<file path="src/rtl/lt_int_serial_ctrl.sv">
// lt_int_serial_ctrl: chunked signed less-than compare sequencer.
// Operands are captured on a valid/ready handshake and walked LSB chunk
// first through a CHUNK-bit borrow-subtract slice. The borrow is carried
// between chunks in a register. The sign correction is applied on the
// last chunk using the captured operand sign bits.
// Optional feature macro: LT_INT_SERIAL_EQ_FLAG_EN adds an EQ output that
// reports A == B alongside the result.

// Per-chunk subtract slice: {bo, d} = a - b - bin, CHUNK+1 bits wide.
// IMPL_TYPE 0 uses a plain arithmetic subtract; any other value uses an
// explicit bitwise ripple-borrow chain.
module lt_int_serial_slice #(
   parameter int CHUNK     = 8,
   parameter int IMPL_TYPE = 0
) (
   input  logic [CHUNK-1:0] a_i,
   input  logic [CHUNK-1:0] b_i,
   input  logic             bin_i,
`ifdef LT_INT_SERIAL_EQ_FLAG_EN
   output logic             nz_o,
`endif
   output logic             bo_o
);

   generate
      if (IMPL_TYPE == 0) begin : g_arith
`ifdef LT_INT_SERIAL_EQ_FLAG_EN
         logic [CHUNK:0] diff;
         // Full-width subtract; the MSB of the result is the borrow out.
         always_comb begin
            diff = {1'b0, a_i} - {1'b0, b_i} - {{CHUNK{1'b0}}, bin_i};
            bo_o = diff[CHUNK];
            nz_o = |diff[CHUNK-1:0];
         end
`else
         // Without the equality flag only the borrow is needed:
         // a - b - bin underflows exactly when a < b + bin.
         always_comb begin
            bo_o = ({1'b0, a_i} < ({1'b0, b_i} + {{CHUNK{1'b0}}, bin_i}));
         end
`endif
      end else begin : g_ripple
         logic [CHUNK:0] br;
         // Bitwise ripple-borrow chain, LSB first.
         always_comb begin
            br    = '0;
            br[0] = bin_i;
            for (int i = 0; i < CHUNK; i++) begin
               br[i+1] = (~a_i[i] & b_i[i]) | (~(a_i[i] ^ b_i[i]) & br[i]);
            end
            bo_o = br[CHUNK];
`ifdef LT_INT_SERIAL_EQ_FLAG_EN
            nz_o = |(a_i ^ b_i ^ br[CHUNK-1:0]);
`endif
         end
      end
   endgenerate

endmodule

// Top-level sequencer: IDLE -> RUN (NCHUNK cycles) -> DONE -> IDLE.
module lt_int_serial_ctrl #(
   parameter int WIDTH     = 32,
   parameter int CHUNK     = 8,
   parameter int IMPL_TYPE = 0
) (
   input  logic             clk,
   input  logic             rst,
   input  logic             in_valid,
   output logic             in_ready,
   input  logic [WIDTH-1:0] A,
   input  logic [WIDTH-1:0] B,
   output logic             out_valid,
   input  logic             out_ready,
   output logic             Y,
   output logic             busy
`ifdef LT_INT_SERIAL_EQ_FLAG_EN
   ,
   output logic             EQ
`endif
);

   localparam int NCHUNK = WIDTH / CHUNK;
   // One extra bit so the counter reaches NCHUNK without wrapping.
   localparam int CW     = $clog2(NCHUNK) + 1;
   localparam logic [CW-1:0] CNT_LAST = CW'(NCHUNK - 1);

   localparam logic [1:0] S_IDLE = 2'd0;
   localparam logic [1:0] S_RUN  = 2'd1;
   localparam logic [1:0] S_DONE = 2'd2;

   generate
      if ((WIDTH % CHUNK) != 0) begin : g_bad_chunk
         $error("lt_int_serial_ctrl: WIDTH must be a multiple of CHUNK");
      end
   endgenerate

   logic [1:0]       state_q, state_d;
   logic [WIDTH-1:0] a_q, a_d;
   logic [WIDTH-1:0] b_q, b_d;
   logic             sa_q, sa_d;   // captured sign of A
   logic             sb_q, sb_d;   // captured sign of B
   logic             brw_q, brw_d;
   logic [CW-1:0]    cnt_q, cnt_d;
   logic             y_q, y_d;
   logic             bo;
`ifdef LT_INT_SERIAL_EQ_FLAG_EN
   logic             nz_q, nz_d;
   logic             eq_q, eq_d;
   logic             chunk_nz;
`endif

   lt_int_serial_slice #(
      .CHUNK     (CHUNK),
      .IMPL_TYPE (IMPL_TYPE)
   ) u_slice (
      .a_i   (a_q[CHUNK-1:0]),
      .b_i   (b_q[CHUNK-1:0]),
      .bin_i (brw_q),
`ifdef LT_INT_SERIAL_EQ_FLAG_EN
      .nz_o  (chunk_nz),
`endif
      .bo_o  (bo)
   );

   // Next-state logic for the FSM and the chunk datapath.
   always_comb begin
      state_d = state_q;
      a_d     = a_q;
      b_d     = b_q;
      sa_d    = sa_q;
      sb_d    = sb_q;
      brw_d   = brw_q;
      cnt_d   = cnt_q;
      y_d     = y_q;
`ifdef LT_INT_SERIAL_EQ_FLAG_EN
      nz_d    = nz_q;
      eq_d    = eq_q;
`endif
      case (state_q)
         S_IDLE: begin
            if (in_valid) begin
               state_d = S_RUN;
               a_d     = A;
               b_d     = B;
               sa_d    = A[WIDTH-1];
               sb_d    = B[WIDTH-1];
               brw_d   = 1'b0;
               cnt_d   = '0;
`ifdef LT_INT_SERIAL_EQ_FLAG_EN
               nz_d    = 1'b0;
`endif
            end
         end
         S_RUN: begin
            brw_d = bo;
            a_d   = a_q >> CHUNK;
            b_d   = b_q >> CHUNK;
            cnt_d = cnt_q + 1'b1;
`ifdef LT_INT_SERIAL_EQ_FLAG_EN
            nz_d  = nz_q | chunk_nz;
`endif
            if (cnt_q == CNT_LAST) begin
               // Unsigned borrow corrected by the operand signs gives
               // the signed less-than result.
               y_d     = bo ^ sa_q ^ sb_q;
`ifdef LT_INT_SERIAL_EQ_FLAG_EN
               eq_d    = ~(nz_q | chunk_nz);
`endif
               state_d = S_DONE;
            end
         end
         S_DONE: begin
            if (out_ready) begin
               state_d = S_IDLE;
            end
         end
         default: begin
            state_d = S_IDLE;
         end
      endcase
   end

   // State and datapath registers, asynchronously cleared on rst.
   always_ff @(posedge clk or posedge rst) begin
      if (rst) begin
         state_q <= S_IDLE;
         a_q     <= '0;
         b_q     <= '0;
         sa_q    <= 1'b0;
         sb_q    <= 1'b0;
         brw_q   <= 1'b0;
         cnt_q   <= '0;
         y_q     <= 1'b0;
`ifdef LT_INT_SERIAL_EQ_FLAG_EN
         nz_q    <= 1'b0;
         eq_q    <= 1'b0;
`endif
      end else begin
         state_q <= state_d;
         a_q     <= a_d;
         b_q     <= b_d;
         sa_q    <= sa_d;
         sb_q    <= sb_d;
         brw_q   <= brw_d;
         cnt_q   <= cnt_d;
         y_q     <= y_d;
`ifdef LT_INT_SERIAL_EQ_FLAG_EN
         nz_q    <= nz_d;
         eq_q    <= eq_d;
`endif
      end
   end

   assign in_ready  = (state_q == S_IDLE);
   assign out_valid = (state_q == S_DONE);
   assign busy      = (state_q != S_IDLE);
   assign Y         = y_q;
`ifdef LT_INT_SERIAL_EQ_FLAG_EN
   assign EQ        = eq_q;
`endif

endmodule

</file>
<file path="config.mk">
export PLATFORM = sky130hd
export DESIGN_NAME = lt_int_serial_ctrl
export DESIGN_NICKNAME = d
export VERILOG_FILES = /design/src/rtl/lt_int_serial_ctrl.sv
export SDC_FILE = /design/constraint.sdc
export NUM_CORES = 1
export LEC_CHECK = 0
export BUFFER_PORTS_ARGS = -buffer_cell sky130_fd_sc_hd__buf_2
export CAP_MARGIN = 5
export CORE_MARGIN = 2
export CORE_UTILIZATION = 49
export DETAILED_ROUTE_END_ITERATION = 7
export PLACE_DENSITY = 0.85
export SLEW_MARGIN = 20
export SYNTH_ARGS = -nofsm -noshare
export SYNTH_HDL_FRONTEND = slang
export SYNTH_SLANG_ARGS = --single-unit
</file>
<file path="constraint.sdc">
create_clock -name clk -period 2.1 [get_ports clk]
set_input_delay 0.315 -clock clk [delete_from_list [all_inputs] [get_ports clk]]
set_output_delay 0.315 -clock clk [all_outputs]
set_load 0.05 [all_outputs]
</file>
==> summary.txt, run 1 <==
Run status
  • Status: complete, but fails checks
  • Violated checks: setup timing

Pwr
  • Worst vdd ir: 0.826 mV
  • Power Density: 1690 nW/um2
  • Post-route total power: 7450 uW
  • P_leak: 0.00213 uW

Timing
  • Final min period: 2.24 ns
  • RSZ-0062 raised after global routing: yes
  • Setup ws final: -0.135 ns
  • Worst Hold Margin: 0.0690 ns
  • Fin crit share: 1.06
  • Max Clk Rate: 0.447 GHz
  • Actual slew at the worst max-slew pin: 0.692 ns
  • Final setup violating endpoints: 2
  • Worst Clk Skew: 0.00774 ns
  • Slew Limit Fails: 0
  • Final hold viol count: 0
  • Max-slew headroom: 0.537

Clock tree
  • H-tree lvl count: 3
  • CTS sink count: 73
  • Clk root buf: clkbuf_8
  • Num CTS Buffers: 9
  • CTS tree: done
  • Clk_lat worst skew: 0.35 ns
  • CTS clk-pin slew, worst paths: 0.08 ns
  • CTS Hold Bufs: 0
  • Clk buf depth: 2

Floorplan
  • Core Rows: 31
  • DIE AREA: 8020 um2
  • Die Y: 89.5 um
  • # IOs: 72
  • DIE WIDTH: 89.5 um
  • Starting Density: 0.500
  • Core area: 7180 um2

Global routing
  • Vias in the first global route: 3,041
  • Overall routing resource usage: 0.241
  • Antenna violations before repair: 0
  • Largest net degree at the start of global routing: 67
  • First-pass GRT wire length: 14,800 um
  • Grt ovf: 0

Final layout
  • Final Non-Filler Cells: 589
  • Fraction of layout cells with a size suffix above 1: 0.252
  • Area grow syn2layout: 23.0%
  • Fin nets: 564
  • Final core utilization: 0.615

Setup path
  • CP startpoint kind: flop
  • CP required: 2.39 ns
  • Crit-path max FO: 3
  • Worst setup EP type: flop
  • WS Path Type: reg2reg
  • Critical path arrival: 2.52 ns

Synthesis
  • Syn nets: 496
  • Dominant synthesized flop cell: dfrtp_1
  • Synth area leader: dfrtp_1
  • Synth top area cells: dfrtp_1, nand2_1, a31oi_1
  • Cell Area, Synth: 3590 um2
  • Syn Inst Count: 416
  • Post-synth ARST share: 1.00
  • #FFs+latches synth: 73
  • Synth cell count leaders: nand2_1, dfrtp_1, nor2_1
  • Post-synth EDFFs: 0
  • Syn_area_per_cell: 8.62 um2
  • YS warnings: 0
  • Count leader, synth: nand2_1
  • Distinct cells, synth: 37
  • Synth top area share: 0.509
  • Post-synthesis sequential area ratio: 0.509

Placed design
  • Placed insts: 568
  • Gpl congestion: 0.808
  • Pre-CTS setup slack: -0.139 ns
  • Post-DP HPWL: 5720 um
  • Port bufs: 71

Routing
  • Via count: 3,206
  • ANT nets after route: 0
  • WL final: 8840 um
  • Routed vias/inst: 5.44
  • DR pass1 iterations: 5
  • Wire per inst: 15.0 um
  • Starting DRT DRC Count: 384
  • Drt drc: 0

Worst hold path
  • Hold Crit Class: in2async

Flow run
  • Max capacitance violation total: 0
==> registers in the layout, summed over array words and instances, names as in the netlist <==
register	count
a_q	32
b_q	32
cnt_q	3
state_q	2
Y	1
brw_q	1
sa_q	1
sb_q	1
==> layout make-up <==
type / count / area (um2)
Tap cell: 99 / 124
Multi-Input combinational cell: 309 / 1640
Antenna cell: 1 / 2.50
Clock buffer: 12 / 165
Sequential cell: 73 / 1830
Clock inverter: 4 / 97.6
Timing Repair Buffer: 85 / 531
Inverter: 6 / 26.3
Fill cell: 573 / 2770
==> final timing paths <==
check / from / to / slack [ns] / depth (start not counted)
worst max-delay path: b_q[0] / Y / -0.14 / 9
worst min-delay path: rst / a_q[6] / 0.07 / 2
worst max register to register: b_q[0] / Y / -0.14 / 9
worst min register to register: a_q[28] / a_q[28] / 0.50 / 2
max in group asynchronous: rst / sb_q / 1.50 / 3
min in group clk: out_ready / state_q[1] / 0.14 / 2
==> logic make-up (layout without fill, tap and decap cells) <==
kind of cell	after synthesis	in the layout	synth area share
AOI/OAI and AO/OA	64	64	0.116
xor gates and xnor gates	7	7	0.0171
adders and majority gates	12	12	0.0419
buffers and inverters	34	107	0.0534
DFF	73	73	0.509
muxes	1	1	0.00279
other	0	1	0
and+or+nand+nor	225	225	0.259
==> where the power goes <==
group,switching [uW],internal [uW],total [uW]
clock,536,887,1420
combinational,2050,1410,3460
sequential,496,2070,2570
total,3080,4370,7450
==> through the flow <==
step,TNS (ns),instance area [um2]
2_1_floorplan,0,3590
3_3_place_gp,-0.0164,4050
3_5_place_dp,-0.231,4050
4_1_cts,-0.0492,4380
5_1_grt,-0.412,4410
6_report,-0.187,4410
==> cell usage in the layout (no fill, tap or decap), drive strengths merged, types with 2 or more instances in the layout <==
cell type	Yosys	layout
ha	12	12
bufinv	0	3
o21ai	7	7
a31oi	50	50
nand3	21	21
dfrtp	73	73
xnor2	2	2
a21oi	2	2
a21o	2	2
inv	6	5
nor2	53	53
a22o	2	2
clkbuf	8	12
xor2	5	5
nand2	139	139
buf	20	85
nand2b	2	2
clkinvlp	0	2
==> routing by layer <==
layer / vias to the layer above / GRT usage / wire length (um)
li1: 1525 / - / -
met1: 1525 / 0.330 / 3770
met2: 136 / 0.370 / 4360
met3: 20 / 0.0563 / 510
met4: 0 / 0.103 / 194
met5: - / 0 / 0
==> repair_timing <==
action                     in CTS  in global routing
setup endpoints to repair       2                  2
setup buffers                   3                  1
cloned                          0                  0
gates resized for setup        14                  3
pin swaps                      11                  9
==> worst max-delay path, cell delays in order, from the launching register on <==
cell	delay [ns]
dfrtp_1	0.43
buf_6	0.13
ha_4	0.12
and4_1	0.19
nand4_1	0.15
xor2_1	0.18
ha_1	0.32
nand4b_1	0.19
or3_1	0.39
nand3_1	0.07
(Power assumes the default switching activity.)
==> run 2, diff against run 1 <==
--- a/config.mk
+++ b/config.mk
@@ -9,8 +9,9 @@
 export CAP_MARGIN = 5
 export CORE_MARGIN = 2
 export CORE_UTILIZATION = 49
+export CTS_CLUSTER_DIAMETER = 100
 export DETAILED_ROUTE_END_ITERATION = 7
-export PLACE_DENSITY = 0.85
+export PLACE_DENSITY = 0.77
 export SLEW_MARGIN = 20
 export SYNTH_ARGS = -nofsm -noshare
 export SYNTH_HDL_FRONTEND = slang
==> summary.txt, run 2 (synthesis results as in run 1) <==
Pwr
  • P_leak: 0.00211 uW
  • Clk network pwr share: 0.155
  • Total net switching power: 2990 uW
  • Combinational Power Share: 0.486
  • Pint: 4090 uW
  • Post-route total power: 7080 uW
  • Flop pwr share: 0.359
  • Switching share of total power: 0.423
  • Worst vdd ir: 0.689 mV
  • Power Density: 1620 nW/um2

Clock tree
  • CTS Hold Bufs: 0
  • H-tree lvl count: 3
  • CTS clk-pin slew, worst paths: 0.08 ns
  • Num CTS Buffers: 9
  • Clk buf depth: 2
  • Clk_lat worst skew: 0.34 ns
  • Clk root buf: clkbuf_8
  • CTS sink count: 73
  • CTS tree: done

Floorplan
  • # IOs: 72
  • Starting Density: 0.500
  • DIE WIDTH: 89.5 um
  • DIE AREA: 8020 um2
  • Core Rows: 31
  • Core area: 7180 um2
  • Die Y: 89.5 um

Worst hold path
  • Hold Crit Class: in2async

Setup path
  • CP startpoint kind: flop
  • CP max stage delay: 0.40 ns
  • Worst setup EP type: flop
  • CP required: 2.33 ns
  • Reg2Reg Setup Slack: -0.1 ns
  • Critical path cell sequence: ha_2 > ha_4 > nand3_4 > nor2_4 > xnor2_2 > ha_1 > a21o_1 > a21oi_2 > o31ai_2 > a31oi_1 > nand3_1
  • Critical path arrival: 2.42 ns
  • WS Path Type: reg2reg
  • Slowest CP cell: dfrtp_1
  • Crit-path max FO: 2

Final layout
  • Final core utilization: 0.608
  • Register Area: 1830 um2
  • Area of the multi-input gates: 1670 um2
  • Final Cell Area: 4360 um2
  • Most frequent cells in the layout: nand2_1, dfrtp_1, buf_2, nor2_1, a31oi_1
  • Fraction of layout cells with a size suffix above 1: 0.255
  • Most common cell after layout, fill and taps aside: nand2_1
  • Fin nets: 565
  • Number of diodes: 0
  • Top Registers: a_q x32, b_q x32, cnt_q x3
  • Area grow syn2layout: 21.7%
  • Fill cells: 610

Timing
  • Worst Clk Skew: 0.0131 ns
  • Slew Limit Fails: 0
  • Final min period: 2.20 ns
  • Setup Total Neg Slack: -0.179 ns
  • Max Clk Rate: 0.455 GHz
  • Fin crit share: 1.05
  • Actual slew at the worst max-slew pin: 0.473 ns
  • Final hold viol count: 0
  • Setup ws final: -0.0957 ns
  • Max-slew headroom: 0.682
  • RSZ-0062 raised after global routing: yes
  • Final setup violating endpoints: 2

Routing
  • DR pass1 iterations: 4
  • ANT nets after route: 0
  • Starting DRT DRC Count: 266
  • Routed vias/inst: 5.15
  • Via count: 3,031
  • Drt drc: 0
  • WL final: 8080 um
  • Wire per inst: 13.7 um

Run status
  • Violated checks: setup timing
  • Status: complete, but fails checks

Global routing
  • Largest net degree at the start of global routing: 74
  • Antenna violations before repair: 0
  • Grt ovf: 0
  • Overall routing resource usage: 0.210
  • Vias in the first global route: 2,800
  • First-pass GRT wire length: 12,900 um

Placed design
  • Gpl congestion: 0.791
  • Port bufs: 71
  • Post-DP HPWL: 5320 um
  • Post-DP Area: 4040 um2

Flow run
  • Max capacitance violation total: 0
==> run 2: what timing repair did <==
item | 4_1_cts | 5_1_grt
setup endpoints to repair | 2 | 2
setup buffers | 2 | 3
gates cloned | 0 | 0
pin swaps | 14 | 13
resized for setup | 15 | 6
==> run 2: final timing paths <==
kind                           start         end  cells past startpoint
setup / recovery              b_q[0]           Y                     11
hold / removal                   rst        sa_q                      3
setup reg to reg              b_q[0]           Y                     11
hold reg to reg              a_q[24]     a_q[24]                      2
max in group asynchronous        rst     b_q[30]                      3
min in group clk           out_ready  state_q[1]                      2
==> run 2: worst max-delay path: cells and delay by family, from the launching register on <==
kind | cells | cell delay [ns]
adder cells (fa/ha/maj) | 3 | 0.68
AO/OA/AOI/OAI | 4 | 0.66
flip-flops | 1 | 0.40
AND/OR/NAND/NOR | 3 | 0.23
XOR/XNOR | 1 | 0.13
==> run 2: power by group through the flow <==
stage / Sequential [uW] / Clock [uW] / Combinational (uW)
finish: 2540 / 1100 / 3440
global route: 2620 / 1180 / 3890
CTS: 2520 / 1120 / 3280
detailed placement: 2540 / 0 / 3000
global placement: 2510 / 0 / 2900
floorplan: 2440 / 0 / 2390
==> run 2: metrics by stage <==
stage,setup WS (ns),std cells,hold WS (ns)
global route,-0.205,589,0.103
finish,-0.0957,589,0.0585
detailed placement,-0.175,568,0.452
global placement,-0.0151,568,0.448
CTS,-0.0317,586,0.0818
floorplan,0.00530,416,0.420
==> run 2: routing by layer <==
metal	global-route usage	vias up	part of all wire	routed length, um
li1	-	1530	-	-
met1	0.304	1413	0.45	3650
met2	0.314	78	0.49	3970
met3	0.0397	10	0.041	330
met4	0.0814	0	0.015	123
met5	0	-	0	0
==> run 2: area by class of cell <==
class / instances / area share
Clock inverter: 5 / 0.0123
Tap cell: 99 / 0.0284
Clock buffer: 11 / 0.0324
Multi-Input combinational cell: 309 / 0.383
Inverter: 6 / 0.00602
Sequential cell: 73 / 0.419
Timing Repair Buffer: 86 / 0.120
